**config.mk**
```make
export PLATFORM = sky130hd
export DESIGN_NAME = spi_slave_mode
export DESIGN_NICKNAME = d
export VERILOG_FILES = /design/src/rtl/spi_slave_mode.sv
export SDC_FILE = /design/constraint.sdc
export NUM_CORES = 1
export LEC_CHECK = 0
export BUFFER_PORTS_ARGS = -buffer_cell sky130_fd_sc_hd__buf_4
export CAP_MARGIN = 20
export CELL_PAD_IN_SITES_DETAIL_PLACEMENT = 0
export CELL_PAD_IN_SITES_GLOBAL_PLACEMENT = 1
export CORE_ASPECT_RATIO = 2
export CORE_MARGIN = 3
export CORE_UTILIZATION = 40
export DETAILED_ROUTE_END_ITERATION = 7
export PLACE_DENSITY_LB_ADDON = 0.1
export SLEW_MARGIN = 10
export SYNTH_ARGS = -nofsm -noshare
export SYNTH_HDL_FRONTEND = slang
export SYNTH_SLANG_ARGS = --single-unit
```
**constraint.sdc**
```tcl
create_clock -name clk -period 5.1 [get_ports clk]
set_input_delay 0.51 -clock clk [delete_from_list [all_inputs] [get_ports clk]]
set_output_delay 0.51 -clock clk [all_outputs]
set_load 0.01 [all_outputs]
```
**src/rtl/spi_slave_mode.sv**
```systemverilog
// SPI slave with clk-domain oversampling of sck/mosi/ssel, one-word transmit holding
// register, and pulse outputs for word receive, transmit underrun and aborted frames.
module spi_slave_mode #(
    parameter int BITS      = 8,
    parameter int CPOL      = 0,
    parameter int CPHA      = 0,
    parameter int LSB_FIRST = 0
) (
    input  logic            clk,
    input  logic            rst,
    input  logic            sck,
    input  logic            mosi,
    input  logic            ssel,
    output logic            miso,
    output logic [BITS-1:0] rx_data,
    output logic            rx_valid,
    input  logic [BITS-1:0] tx_data,
    input  logic            tx_valid,
    output logic            tx_ready,
    output logic            underrun,
    output logic            frame_abort,
    output logic            busy
);

    localparam int            CW   = $clog2(BITS);
    localparam logic [CW-1:0] LAST = CW'(BITS - 1);

    logic [2:0]      r_sck_s;
    logic [1:0]      r_mosi_s;
    logic [2:0]      r_sel_s;
    logic [CW-1:0]   r_bit_cnt;
    logic [BITS-1:0] r_rx_shift;
    logic [BITS-1:0] r_rx_data;
    logic [BITS-1:0] r_tx_shift;
    logic [BITS-1:0] r_hold;
    logic            r_hold_full;
    logic            r_rx_valid;
    logic            r_underrun;
    logic            r_abort;

    logic            w_sck_rise;
    logic            w_sck_fall;
    logic            w_lead;
    logic            w_trail;
    logic            w_active;
    logic            w_sel_on;
    logic            w_sel_off;
    logic            w_sample;
    logic            w_shift;
    logic            w_load;
    logic            w_accept;
    logic [BITS-1:0] w_rx_next;

    // ssel is synchronized inverted so that a cleared synchronizer means "not selected"
    assign w_active   = r_sel_s[1];
    assign w_sel_on   = r_sel_s[1] & ~r_sel_s[2];
    assign w_sel_off  = ~r_sel_s[1] & r_sel_s[2];
    assign w_sck_rise = r_sck_s[1] & ~r_sck_s[2];
    assign w_sck_fall = ~r_sck_s[1] & r_sck_s[2];
    assign w_lead     = (CPOL == 0) ? w_sck_rise : w_sck_fall;
    assign w_trail    = (CPOL == 0) ? w_sck_fall : w_sck_rise;
    assign w_sample   = w_active & ((CPHA == 0) ? w_lead : w_trail);
    assign w_shift    = w_active & ((CPHA == 0) ? w_trail : w_lead);
    assign w_load     = (CPHA == 0) ? (w_sel_on | (w_shift & (r_bit_cnt == '0)))
                                    : (w_shift & (r_bit_cnt == '0));
    assign w_accept   = tx_valid & ~r_hold_full;
    assign w_rx_next  = (LSB_FIRST != 0) ? {r_mosi_s[1], r_rx_shift[BITS-1:1]}
                                         : {r_rx_shift[BITS-2:0], r_mosi_s[1]};

    always_ff @(posedge clk) begin
        if (rst) begin
            // sck history starts at the idle level so no phantom edge follows reset
            r_sck_s     <= {3{1'(CPOL)}};
            r_mosi_s    <= '0;
            r_sel_s     <= '0;
            r_bit_cnt   <= '0;
            r_rx_shift  <= '0;
            r_rx_data   <= '0;
            r_tx_shift  <= '0;
            r_hold      <= '0;
            r_hold_full <= 1'b0;
            r_rx_valid  <= 1'b0;
            r_underrun  <= 1'b0;
            r_abort     <= 1'b0;
        end else begin
            r_sck_s    <= {r_sck_s[1:0], sck};
            r_mosi_s   <= {r_mosi_s[0], mosi};
            r_sel_s    <= {r_sel_s[1:0], ~ssel};
            r_rx_valid <= 1'b0;
            r_underrun <= 1'b0;
            r_abort    <= 1'b0;

            if (!w_active) begin
                r_bit_cnt <= '0;
                if (w_sel_off && (r_bit_cnt != '0))
                    r_abort <= 1'b1;
            end else if (w_sample) begin
                r_rx_shift <= w_rx_next;
                if (r_bit_cnt == LAST) begin
                    r_bit_cnt  <= '0;
                    r_rx_data  <= w_rx_next;
                    r_rx_valid <= 1'b1;
                end else begin
                    r_bit_cnt <= r_bit_cnt + CW'(1);
                end
            end

            // an offer coinciding with a load bypasses the holding register
            if (w_load) begin
                if (w_accept) begin
                    r_tx_shift <= tx_data;
                end else if (r_hold_full) begin
                    r_tx_shift  <= r_hold;
                    r_hold_full <= 1'b0;
                end else begin
                    r_tx_shift <= '0;
                    r_underrun <= 1'b1;
                end
            end else begin
                if (w_shift)
                    r_tx_shift <= (LSB_FIRST != 0) ? (r_tx_shift >> 1) : (r_tx_shift << 1);
                if (w_accept) begin
                    r_hold      <= tx_data;
                    r_hold_full <= 1'b1;
                end
            end
        end
    end

    assign miso        = w_active & ((LSB_FIRST != 0) ? r_tx_shift[0] : r_tx_shift[BITS-1]);
    assign rx_data     = r_rx_data;
    assign rx_valid    = r_rx_valid;
    assign tx_ready    = ~r_hold_full;
    assign underrun    = r_underrun;
    assign frame_abort = r_abort;
    assign busy        = w_active;

endmodule

```
# After elaboration in Yosys (flattened, before gate mapping)
# Index checks and enable logic that the tools add are counted.
# totals
register_bits	46
input_bits	14
out_inout_bits	14
word_cells	57
# classes
addsub	1
eq_ne	2
n_mux	11
bitwise_logic	18
n_reduce_logical	13
# op_table
cell	count
8-bit 2-to-1 mux	4
1-bit AND	9
1-bit NOT	8
1-bit 2-to-1 mux	6
2-bit AND reduction	3
3-bit OR reduction	2
2-bit nonzero test	2
2-bit OR reduction	2
3-bit by 1-bit adder with 3-bit output (second input constant)	1
3-bit == test (second input constant)	1
3-bit zero test	1
3-bit 2-to-1 mux	1
3-bit AND reduction	1
3-bit nonzero test	1
2-bit != test (second input constant)	1
1-bit logical AND	1
1-bit bitwise OR	1

# Longest topological paths before layout
# logic_depth
depth_word	7
ltp_mapped	11
depth_no_buf	8

# Worst setup path before layout
# No wires, ideal clock.
# synth_path
path_type	register -> register
from	register r_bit_cnt[0]
to	register r_hold[0]
setup_time_ps	128
arrival_time_ps	1877
t_required_ps	4972
setup_slack_ps	3095
stages_incl_launch_ff	12
path_buffers	3
period_less_slack_ps	2005
path_cell_list	dfxtp_1 inv_1 ha_1 nor2b_1 clkbuf_1 or2_1 buf_6 nand2_4 ha_1 buf_2 mux2i_1 nor2_1
# synth_via
elab_chain_cells	5
# synth_lines
element	line	text
start, declared	31	logic [CW-1:0] r_bit_cnt;
start signal, assigned	104	r_bit_cnt <= r_bit_cnt + CW'(1);
3-bit zero test	-	
1-bit AND	-	
1-bit bitwise OR	64	assign w_load = (CPHA == 0) ? (w_sel_on | (w_shift & (r_bit_cnt == '0)))
1-bit NOT (no line)	-	
2-bit AND reduction (no line)	-	
end signal, assigned	123	r_hold <= tx_data;
end, declared	35	logic [BITS-1:0] r_hold;
# No other way between the ends.
# A chain may end at the register's enable or synchronous reset.

# Worst setup path after layout
# layout_path
from	register r_bit_cnt[0]
to	register r_hold[4]
# Same word-level chain as after synthesis.

==> results.md <==
- CTS tree: built
- Pins Over Slew Limit: 0
- Final ANT Viol Nets: 0
- Clock sinks: 46
- Most used cell, CP: ha_1
- DR vias/cell: 5.09
- Syn-to-layout area delta: 15.3%
- Max FO, Critical Path: 9
- NumNets Final: 241
- GRT Total Usage: 0.156
- Worst Setup SP: r_bit_cnt[0]
- Total routed wirelength: 4010 um
- Die X: 54.6 um
- Outcome: completed
- # diodes: 0
- Post-CTS sizing: 0
- Seq/Total Area, Yosys: 0.487
- Synth cell types: 28
- Core Area: 4470 sq um
- Most Crowded Layer GR: met2
- Worst slew pin tran: 0.612 ns
- Postcts setup bufs: 0
- Synth Cell Area: 1890 sq um
- Met1 GRT Util: 0.151
- Top FF cell, synth: dfxtp_1
- Number of synthesized flops with an enable pin: 0
- GRT met2 Usage: 0.293
- DR DRC count: 0
- Total gr overflow: 0
- WP data arrival: 2.55 ns
- Worst VDD drop: 0.212 mV
- Mapped Nets: 223
- Initial Utilization: 0.424
- # setup viols final: 0
- HP Start: ssel
- Hold_ws: 0.351 ns
- Detail Placement HPWL: 3030 um
- Final min period: 2.38 ns
- First-pass GRT wire length: 6330 um
- Drt first pass iters: 4
- Wire per inst: 14.4 um
- Leak pwr: 0.902 nW
- Normalized max-slew margin: 0.589
- Share of layout cells above drive strength 1: 0.201
- Final hold violation count: 0
- Max Cap Viol: 0
- Mean post-synth cell area: 9.23 sq um
- Setup CP Type: reg2reg
- I/O pin total: 28
- Max Freq: 420 MHz
- Number of cell rows: 34
- Setup crit end kind: flop
- Crit path cell chain: inv_1, ha_1, nor2b_1, or2_1, nand2_4, ha_1, mux2i_1, nor2_1
- Buffers on Ports: 27
- Initial antenna violation count: 0
- HP Class: in2reg
- Yosys warns: 0
- Skew final: 0.00317 ns
- Post-synth ARST share: 0
- Cts bufs inserted: 5
- CP max stage delay: 0.51 ns
- Startpoint types: flop
- FF-to-FF Start: r_bit_cnt[0]
- DR iter-0 viols: 37
- Vias in the first global route: 1392
- Worst path bufs/invs: 1
- GRT met3 Usage: 0.0301
- Hold Buf Count CTS: 0
- Clock Path Buffers: 2
- Crit-path slowest cell: or2_1
- Flop and latch count out of synthesis: 46
- Largest net degree at the start of global routing: 44
- Total negative slack: 0 ns
- Clock transition at path regs: 0.09 ns
- Final worst path period share: 0.467
- Root Buffer: clkbuf_8
- Cells after synthesis: 205
- Htree depth: 2
- Clock latency on the worst-skew pair: 0.29 ns
- Die H: 103 um
- RSZ-0062 raised after global routing: no
- Pwr dens: 319 nW/um^2
- Total Die Area: 5640 sq um
- RePlAce Congestion: 0.825
- CP top delay family: simple AND/OR/NAND/NOR gates
- Detailed-route via count: 1414
- Critical Path RT: 5.27 ns
cells in the mapped netlist (all sizes together) (4+ instances only):
cell | n | area, sq um
a21oi | 17 | 85.1
mux2i | 17 | 170
nor2b | 11 | 76.3
inv | 5 | 18.8
o211ai | 7 | 87.6
clkbuf | 7 | 26.3
nand2 | 42 | 168
buf | 9 | 63.8
ha | 4 | 50.1
o221ai | 7 | 61.3
nor2 | 19 | 71.3
dfxtp | 46 | 921
final cells by class:
type | instances | area, sq um
inverters | 5 | 18.8
clock inverters | 2 | 37.5
multi-input cells | 138 | 862
clock buffers | 6 | 72.6
well taps | 54 | 67.6
flip-flops and latches | 46 | 921
repair buffers | 27 | 203
fillers | 445 | 2280
placed cells by master (no fill, tap or decap), types with 2 or more instances in the layout:
master / instances
clkbuf_8: 5
o221ai_1: 7
nor2_1: 19
a21oi_1: 17
mux2i_1: 17
nand3_1: 2
o21a_1: 2
nor2b_1: 10
ha_1: 4
dfxtp_1: 46
buf_4: 27
nand2_1: 40
o211ai_2: 7
inv_1: 5
state kept, by name, indices dropped and copies added (netlist names):
name / cells
r_sel_s: 3
frame_abort: 1
r_tx_shift: 8
r_hold: 8
r_rx_shift: 7
r_mosi_s: 2
underrun: 1
rx_data: 8
r_sck_s: 3
r_hold_full: 1
rx_valid: 1
r_bit_cnt: 3
power breakdown:
part / internal [mW] / leakage, nW / switching (mW)
sequential: 0.369 / 0.374 / 0.00985
clock: 0.146 / 0.0514 / 0.120
combinational: 0.0243 / 0.477 / 0.0277
logic make-up (layout without fill, tap and decap cells):
family	Yosys count	in the layout	synth area share
XOR/XNOR	1	1	0.00463
AO/OA/AOI/OAI	35	35	0.137
adder cells (fa/ha/maj)	4	4	0.0265
buffers and inverters	21	40	0.0575
flip-flops	46	46	0.487
multiplexers	17	17	0.0899
AND/OR/NAND/NOR	81	81	0.198
path summary, 6_finish.rpt:
path | endpoint | slack [ns] | cells past startpoint
worst min-delay path | r_sel_s[0] | 0.35 | 2
worst min register to register | r_mosi_s[1] | 0.45 | 1
worst max-delay path | r_hold[4] | 2.72 | 8
worst max register to register | r_hold[4] | 2.72 | 8
routing by layer:
layer	up-vias	routed length, um
met5	-	0
met4	0	117
met3	11	146
met2	34	2270
met1	653	1470
li1	716	-
worst reg2reg max path, stage by stage (launching register included):
cell	delay, ns
dfxtp_1	0.34
inv_1	0.06
ha_1	0.12
nor2b_1	0.45
or2_1	0.51
nand2_4	0.10
ha_1	0.39
mux2i_1	0.23
nor2_1	0.05
through the flow:
| stage | total power [mW] | instances | cell area, sq um | setup slack, ns | util |
|---|---|---|---|---|---|
| finish | 0.697 | 278 | 2180 | 2.72 | 0.489 |
| global route | 0.725 | 278 | 2180 | 2.55 | 0.489 |
| CTS | 0.704 | 278 | 2180 | 2.67 | 0.489 |
| detailed placement | 0.440 | 270 | 2070 | 2.69 | 0.464 |
| global placement | 0.438 | 270 | 2070 | 2.78 | 0.464 |
| floorplan | 0.423 | 205 | 1890 | 3.10 | - |
Power figures use the tool's default switching activity.
